File: src/rtl/keypad_encoder.sv
// keypad_encoder: scans a 4x4 key matrix and sends one debounced eBCD strobe per keystroke.
module keypad_encoder #(
    parameter int SCAN_DIV   = 1000,
    parameter int DEBOUNCE   = 20000,
    parameter int STROBE_LEN = 4
) (
    input  logic       sw_clk,
    input  logic       rst,
    input  logic [3:0] row,
    output logic [3:0] col,
    output logic [4:0] eBCD
);
    localparam int CMAX = (SCAN_DIV > DEBOUNCE)
                        ? ((SCAN_DIV > STROBE_LEN) ? SCAN_DIV : STROBE_LEN)
                        : ((DEBOUNCE > STROBE_LEN) ? DEBOUNCE : STROBE_LEN);
    localparam int CW = $clog2(CMAX + 1);
    localparam logic [3:0] KEYMAP [16] = '{
        4'h1, 4'h2, 4'h3, 4'ha,
        4'h4, 4'h5, 4'h6, 4'hb,
        4'h7, 4'h8, 4'h9, 4'hc,
        4'hd, 4'h0, 4'he, 4'hf
    };
    typedef enum logic [2:0] {SCAN, DEB, SETUP, STROBE, HOLD} state_t;
    state_t        state;
    logic [CW-1:0] cnt;
    logic [3:0]    row_m, row_s, pat, low, rot;
    logic [1:0]    ridx, row_idx, col_idx;
    logic          one_low;
    // A multi-key or ghost pattern has more than one low row and is ignored
    assign low     = ~row_s;
    assign one_low = (low != 4'h0) && ((low & (low - 4'd1)) == 4'h0);
    assign row_idx = {low[3] | low[2], low[3] | low[1]};
    assign col_idx = {~col[3] | ~col[2], ~col[3] | ~col[1]};
    assign rot     = {col[2:0], col[3]};
    always_ff @(posedge sw_clk or negedge rst) begin
        if (!rst) begin
            row_m <= 4'hF;
            row_s <= 4'hF;
            state <= SCAN;
            cnt   <= '0;
            col   <= 4'b1110;
            eBCD  <= 5'b0_0000;
            pat   <= 4'hF;
            ridx  <= 2'd0;
        end else begin
            row_m <= row;
            row_s <= row_m;
            case (state)
                SCAN:
                    if (cnt == CW'(SCAN_DIV - 1)) begin
                        cnt <= '0;
                        if (one_low) begin
                            state <= DEB;
                            pat   <= row_s;
                            ridx  <= row_idx;
                        end else
                            col <= rot;
                    end else
                        cnt <= cnt + CW'(1);
                DEB:
                    if (row_s != pat) begin
                        state <= SCAN;
                        cnt   <= '0;
                    end else if (cnt == CW'(DEBOUNCE - 1)) begin
                        state <= SETUP;
                        cnt   <= '0;
                    end else
                        cnt <= cnt + CW'(1);
                SETUP: begin
                    eBCD[3:0] <= KEYMAP[{ridx, col_idx}];
                    state     <= STROBE;
                end
                // Code was loaded a cycle earlier, so the strobe rises on settled data
                STROBE:
                    if (cnt == CW'(STROBE_LEN)) begin
                        eBCD[4] <= 1'b0;
                        state   <= HOLD;
                        cnt     <= '0;
                    end else begin
                        eBCD[4] <= 1'b1;
                        cnt     <= cnt + CW'(1);
                    end
                HOLD:
                    if (row_s != 4'hF)
                        cnt <= '0;
                    else if (cnt == CW'(DEBOUNCE - 1)) begin
                        state <= SCAN;
                        cnt   <= '0;
                        col   <= rot;
                    end else
                        cnt <= cnt + CW'(1);
                default: state <= SCAN;
            endcase
        end
    end
endmodule

File: config.mk
export PLATFORM = sky130hd
export DESIGN_NAME = keypad_encoder
export DESIGN_NICKNAME = d
export VERILOG_FILES = /design/src/rtl/keypad_encoder.sv
export SDC_FILE = /design/constraint.sdc
export NUM_CORES = 1
export LEC_CHECK = 0
export ABC_AREA = 1
export BUFFER_PORTS_ARGS = -buffer_cell sky130_fd_sc_hd__clkbuf_2
export CAP_MARGIN = 20
export CORE_UTILIZATION = 40
export CTS_BUF_LIST = sky130_fd_sc_hd__clkbuf_8
export CTS_CLUSTER_DIAMETER = 120
export DETAILED_ROUTE_END_ITERATION = 10
export GPL_TIMING_DRIVEN = 0
export PLACE_DENSITY = 0.61
export SYNTH_ARGS = -nofsm -noshare
export SYNTH_HDL_FRONTEND = slang
export SYNTH_SLANG_ARGS = --single-unit
export TNS_END_PERCENT = 30
File: constraint.sdc
create_clock -name sw_clk -period 2.73 [get_ports sw_clk]
set_input_delay 0.6825 -clock sw_clk [delete_from_list [all_inputs] [get_ports sw_clk]]
set_output_delay 0.6825 -clock sw_clk [all_outputs]
set_load 0.01 [all_outputs]
Word level (Yosys, flattened, before mapping)
Memories as Yosys holds them, arrays and structs flattened. A register that Yosys moved wholly into a read port is not among the register bits.
Cells that the tools add are included.

operators by class
  $add $sub $neg = 2
  eq/ne operators = 16
  mux-type cells = 20
  bitwise gates (word level) = 10
  reductions and logical operators = 10

operators by type and width
  cell                                               number
  two-way mux 15 bit                                 5
  case mux 15 bit (4 select lines)                   1
  two-way mux 3 bit                                  7
  two-way mux 4 bit                                  4
  adder 15 x 1 -> 15 bit (second input constant)     1
  == test 15 x 10 -> 1 bit (second input constant)   1
  == test 15 bit (second input constant)             1
  == test 15 x 3 -> 1 bit (second input constant)    1
  case mux 3 bit (5 select lines)                    1
  inequality test 2 bit (second input constant)      6
  case mux 4 bit (2 select lines)                    1
  nonzero test 4 bit                                 2
  == test 3 x 2 -> 1 bit (second input constant)     2
  AND reduction 6 bit                                1
  inverter 4 -> 5 bit                                1
  AND reduction 5 bit                                1
  bitwise AND 4 bit                                  1
  logical NOT 4 bit                                  1
  inequality test 4 bit                              1
  inequality test 4 bit (second input constant)      1
  inverter 4 bit                                     1
  OR 1 bit                                           4
  subtractor 4 x 1 -> 4 bit (second input constant)  1
  == test 3 x 1 -> 1 bit (second input constant)     1
  other kinds (9)                                    11

word-level totals
  register bits = 37
  bits in read-only memories = 64
  output and inout port bits = 9
  memories = 1

memories
  name              depth  width  read ports  clocked after Yosys merged registers in  wr ports  RTL line  source
  (name not given)  16     4      1           1                                        0         70        eBCD[3:0] <= KEYMAP[{ridx, col_idx}];

Depth between registers and ports, before layout
  depth after elaboration = 8
  gate-level depth with buffers = 12
  gate-level depth less buffers = 12

Least setup slack after synthesis
No wires, ideal clock.

  kind = reg2reg
  start = register col[3]
  end = register eBCD[3]
  library setup time = 83 ps
  data arrival time = 1414 ps
  data required time = 2647 ps
  slack = 1233 ps
  stages on the path, launching flop included = 7
  clock period less this slack = 1497 ps
  cells stage by stage = dfstp_2 -> nand2_1 -> ha_1 -> or2_2 -> o21ai_0 -> mux2i_1 -> o21ai_0

on the way
  word-level cells in the longest chain between the ends = 3
  elaborated cells on any way between the ends = 4
  classes of those cells = bitwise: 4

ends and longest elaborated chain
  item                                           RTL line  source
  from (decl)                                    10        output logic [3:0] col,
  from (signal assigned)                         57        col <= rot;
  from (signal assigned)                         89        col <= rot;
  inverter 1 bit (*)                             33        assign col_idx = {~col[3] | ~col[2], ~col[3] | ~col[1]};
  OR 1 bit                                       33
  inverter 4 -> 5 bit (not written as such) (*)  70
  to (decl)                                      11        output logic [4:0] eBCD

Mark *: on every way between the ends. The rest lies on a longest branch, timed or not.
A chain may end at the register's enable or synchronous reset.

Worst setup path in the final report
  start = register col[3]
  end = output port col[3]

No word-level cell between the ends.

==> flow_summary.yaml <==
routing:
  dr.pass1.iters: 4
  final_antenna_net_count: 0
  drt_iter0_markers: 161
  vias: 2038
  viasPerCell: 4.81
  wire_per_inst_um: 11.7
  wirelength_um: 4980
  post-route-drc-count: 0
yosys:
  synth_nets: 339
  syn_area_per_cell_um2: 7.71
  synth_area_leaders: "dfrtp_1 26%, dfstp_2 16%, nand2_1 14%"
  syn_inst: 326
  ys_seq_area_frac: 0.416
  ys_ff_latch: 41
  synth.distinct_cells: 34
  synth_area_um2: 2510
  synth_top_area_share: 0.259
  synth_top_cell_by_area: "dfrtp_1"
  yosysWarnings: 0
critical_path:
  crit_family: "flip-flops"
  cp-startpoint: "col[3]"
  crit_chain: "clkbuf_2"
  crit_fanout: 5
  r2r-start: "cnt[0]"
  endpoint: "col[3]"
  cp.depth: 1
  crit_arrival_ps: 1010
  worstSetupEndpointType: "output port"
  crit_path_max_incr_delay_ps: 570
  reg2regPathDepth: 9
  worstPathBufferInverterCount: 1
  r2r_slack_ps: 1040
  crit_slowest_cell: "dfstp_2"
  required_ps: 2050
  worstSetupPathType: "reg2out"
  crit_path_start_kind: "flop"
  timing.rr.end: "cnt[2]"
timing:
  fmax_mhz: 590
  finalHoldViolCount: 0
  setup_violations: 0
  slew-limit-headroom: 0.720
  slew_violations: 0
  tightest_slew_ps: 421
  clock-skew-final_ps: 8.86
  setup_slack_ps: 1030
  final.setup.tns_ps: 0
  post-route-min-period_ps: 1700
  rsz0062_at_grt: "no"
  fin_crit_sh: 0.621
power_and_ir_drop:
  sw_frac_of_total: 0.233
  p_per_area_nw_per_um2: 378
  switchingPower_mw: 0.245
  seq_power_share: 0.592
  leakagePower_nw: 1.33
  pwr-share-comb: 0.034
  power.share.clock: 0.374
  vdd_drop_max_uv: 181
  p_int_mw: 0.807
clocking:
  numClockSinks: 41
  cts_tree: "built"
  postCtsHoldBufs: 0
  numCtsBuffers: 5
  h-tree-depth: 2
  clockRootBuffer: "clkbuf_8"
  clkTransAtPathRegs_ps: 80
  clk_path_buf_depth: 2
  cts_setup_buffers: 0
  clkLatencyLatePin_ps: 300
  postCtsResizedCells: 0
place:
  place_ws_ps: 1040
  gp_congestion: 0.907
  numPortBuffers: 14
  dp_hpwl_um: 3670
final_layout:
  layout.nets: 361
  final_util: 0.464
  area_growth_pct: 10.7
  diodes: 0
  layout-drive-gt1-share: 0.229
  final_cell_mix: "94 x nand2_1, 35 x nor2_1, 28 x inv_1, 26 x nand3_1, 26 x dfrtp_1"
  layout_commonest_cell: "nand2_1"
outcome:
  status: "finished, final reports clean"
global_routing:
  grt_pass1_wl_um: 8800
  grtUsageTotal: 0.173
  grt_max_degree: 42
  grt_pass1_vias: 1926
  antenna_found_initial: 0
  grt_overflow_total: 0
floorplanning:
  placementRows: 28
  ios: 15
  die_h_um: 81.3
  core_area_um2: 5990
  start_util: 0.420
  die_area_um2: 6600
  die_w_um: 81.3
hold_path:
  min_path_type: "in2async"
job:
  drv_cap: 0
[per-layer routing]
| layer | vias up | part of all wire | track usage |
|---|---|---|---|
| li1 | 1080 | - | - |
| met1 | 914 | 0.51 | 0.250 |
| met2 | 37 | 0.43 | 0.249 |
| met3 | 7 | 0.037 | 0.0382 |
| met4 | 0 | 0.016 | 0.0661 |
| met5 | - | 0 | 0 |
[worst min path at each step]
stage               startpoint        to  slack, ps  cells after the start
floorplan             row_m[0]  row_s[0]        350                      0
global placement      row_m[2]  row_s[2]        350                      0
detailed placement    row_m[2]  row_s[2]        350                      0
CTS                   row_m[2]  row_s[2]        360                      0
global route               rst   eBCD[1]        320                      1
finish                     rst   eBCD[1]        290                      1
[power groups by stage]
| stage | registers (mW) | clock network (mW) | logic, mW |
|---|---|---|---|
| 5_1_grt | 0.624 | 0.433 | 0.0422 |
| 2_1_floorplan | 0.633 | 0 | 0.0154 |
| 4_1_cts | 0.623 | 0.414 | 0.0337 |
| 3_3_place_gp | 0.634 | 0 | 0.0332 |
| 6_report | 0.623 | 0.393 | 0.0356 |
| 3_5_place_dp | 0.634 | 0 | 0.0336 |
[sequential cells by signal, indices dropped and copies added, names as in the netlist]
name / flops
col: 4
cnt: 15
row_m: 4
eBCD: 5
state: 3
ridx: 2
pat: 4
row_s: 4
[Yosys cell counts (all sizes together)]
| cell | count |
|---|---|
| or2 | 1 |
| xnor2 | 2 |
| xor2 | 9 |
| o21ai | 12 |
| ha | 7 |
| nand3b | 6 |
| a21oi | 13 |
| nand3 | 26 |
| buf | 4 |
| nor2 | 42 |
| mux2i | 1 |
| dfrtp | 26 |
| nand4 | 8 |
| clkinv | 1 |
| a311oi | 1 |
| inv | 35 |
| and3 | 1 |
| clkbuf | 1 |
| nor3 | 10 |
| nand2 | 103 |
| and2 | 2 |
| dfstp | 15 |
[kinds of logic after synthesis]
group,synth area share
mux,0.00398
buf+inv,0.0677
fa+ha+maj,0.0348
flops,0.416
xor+xnor,0.0383
compound gates,0.0682
simple gates,0.371
[final cells by class]
class	count	area [um^2]
Clock buffer	5	68.8
Multi-Input combinational cell	244	1300
Sequential cell	41	1040
Buffer	5	30.0
Tap cell	75	93.8
Inverter	36	140
Fill cell	578	3210
Clock inverter	3	16.3
Timing Repair Buffer	15	90.1
[metrics by stage]
stage	hold WS, ps	power, mW	instance area (um^2)	instances
2_1_floorplan	345	0.649	2510	326
3_3_place_gp	346	0.667	2680	415
3_5_place_dp	347	0.668	2680	415
4_1_cts	359	1.07	2760	423
5_1_grt	322	1.10	2780	424
6_report	294	1.05	2780	424
Note: power is estimated with default switching activity, not from simulation.
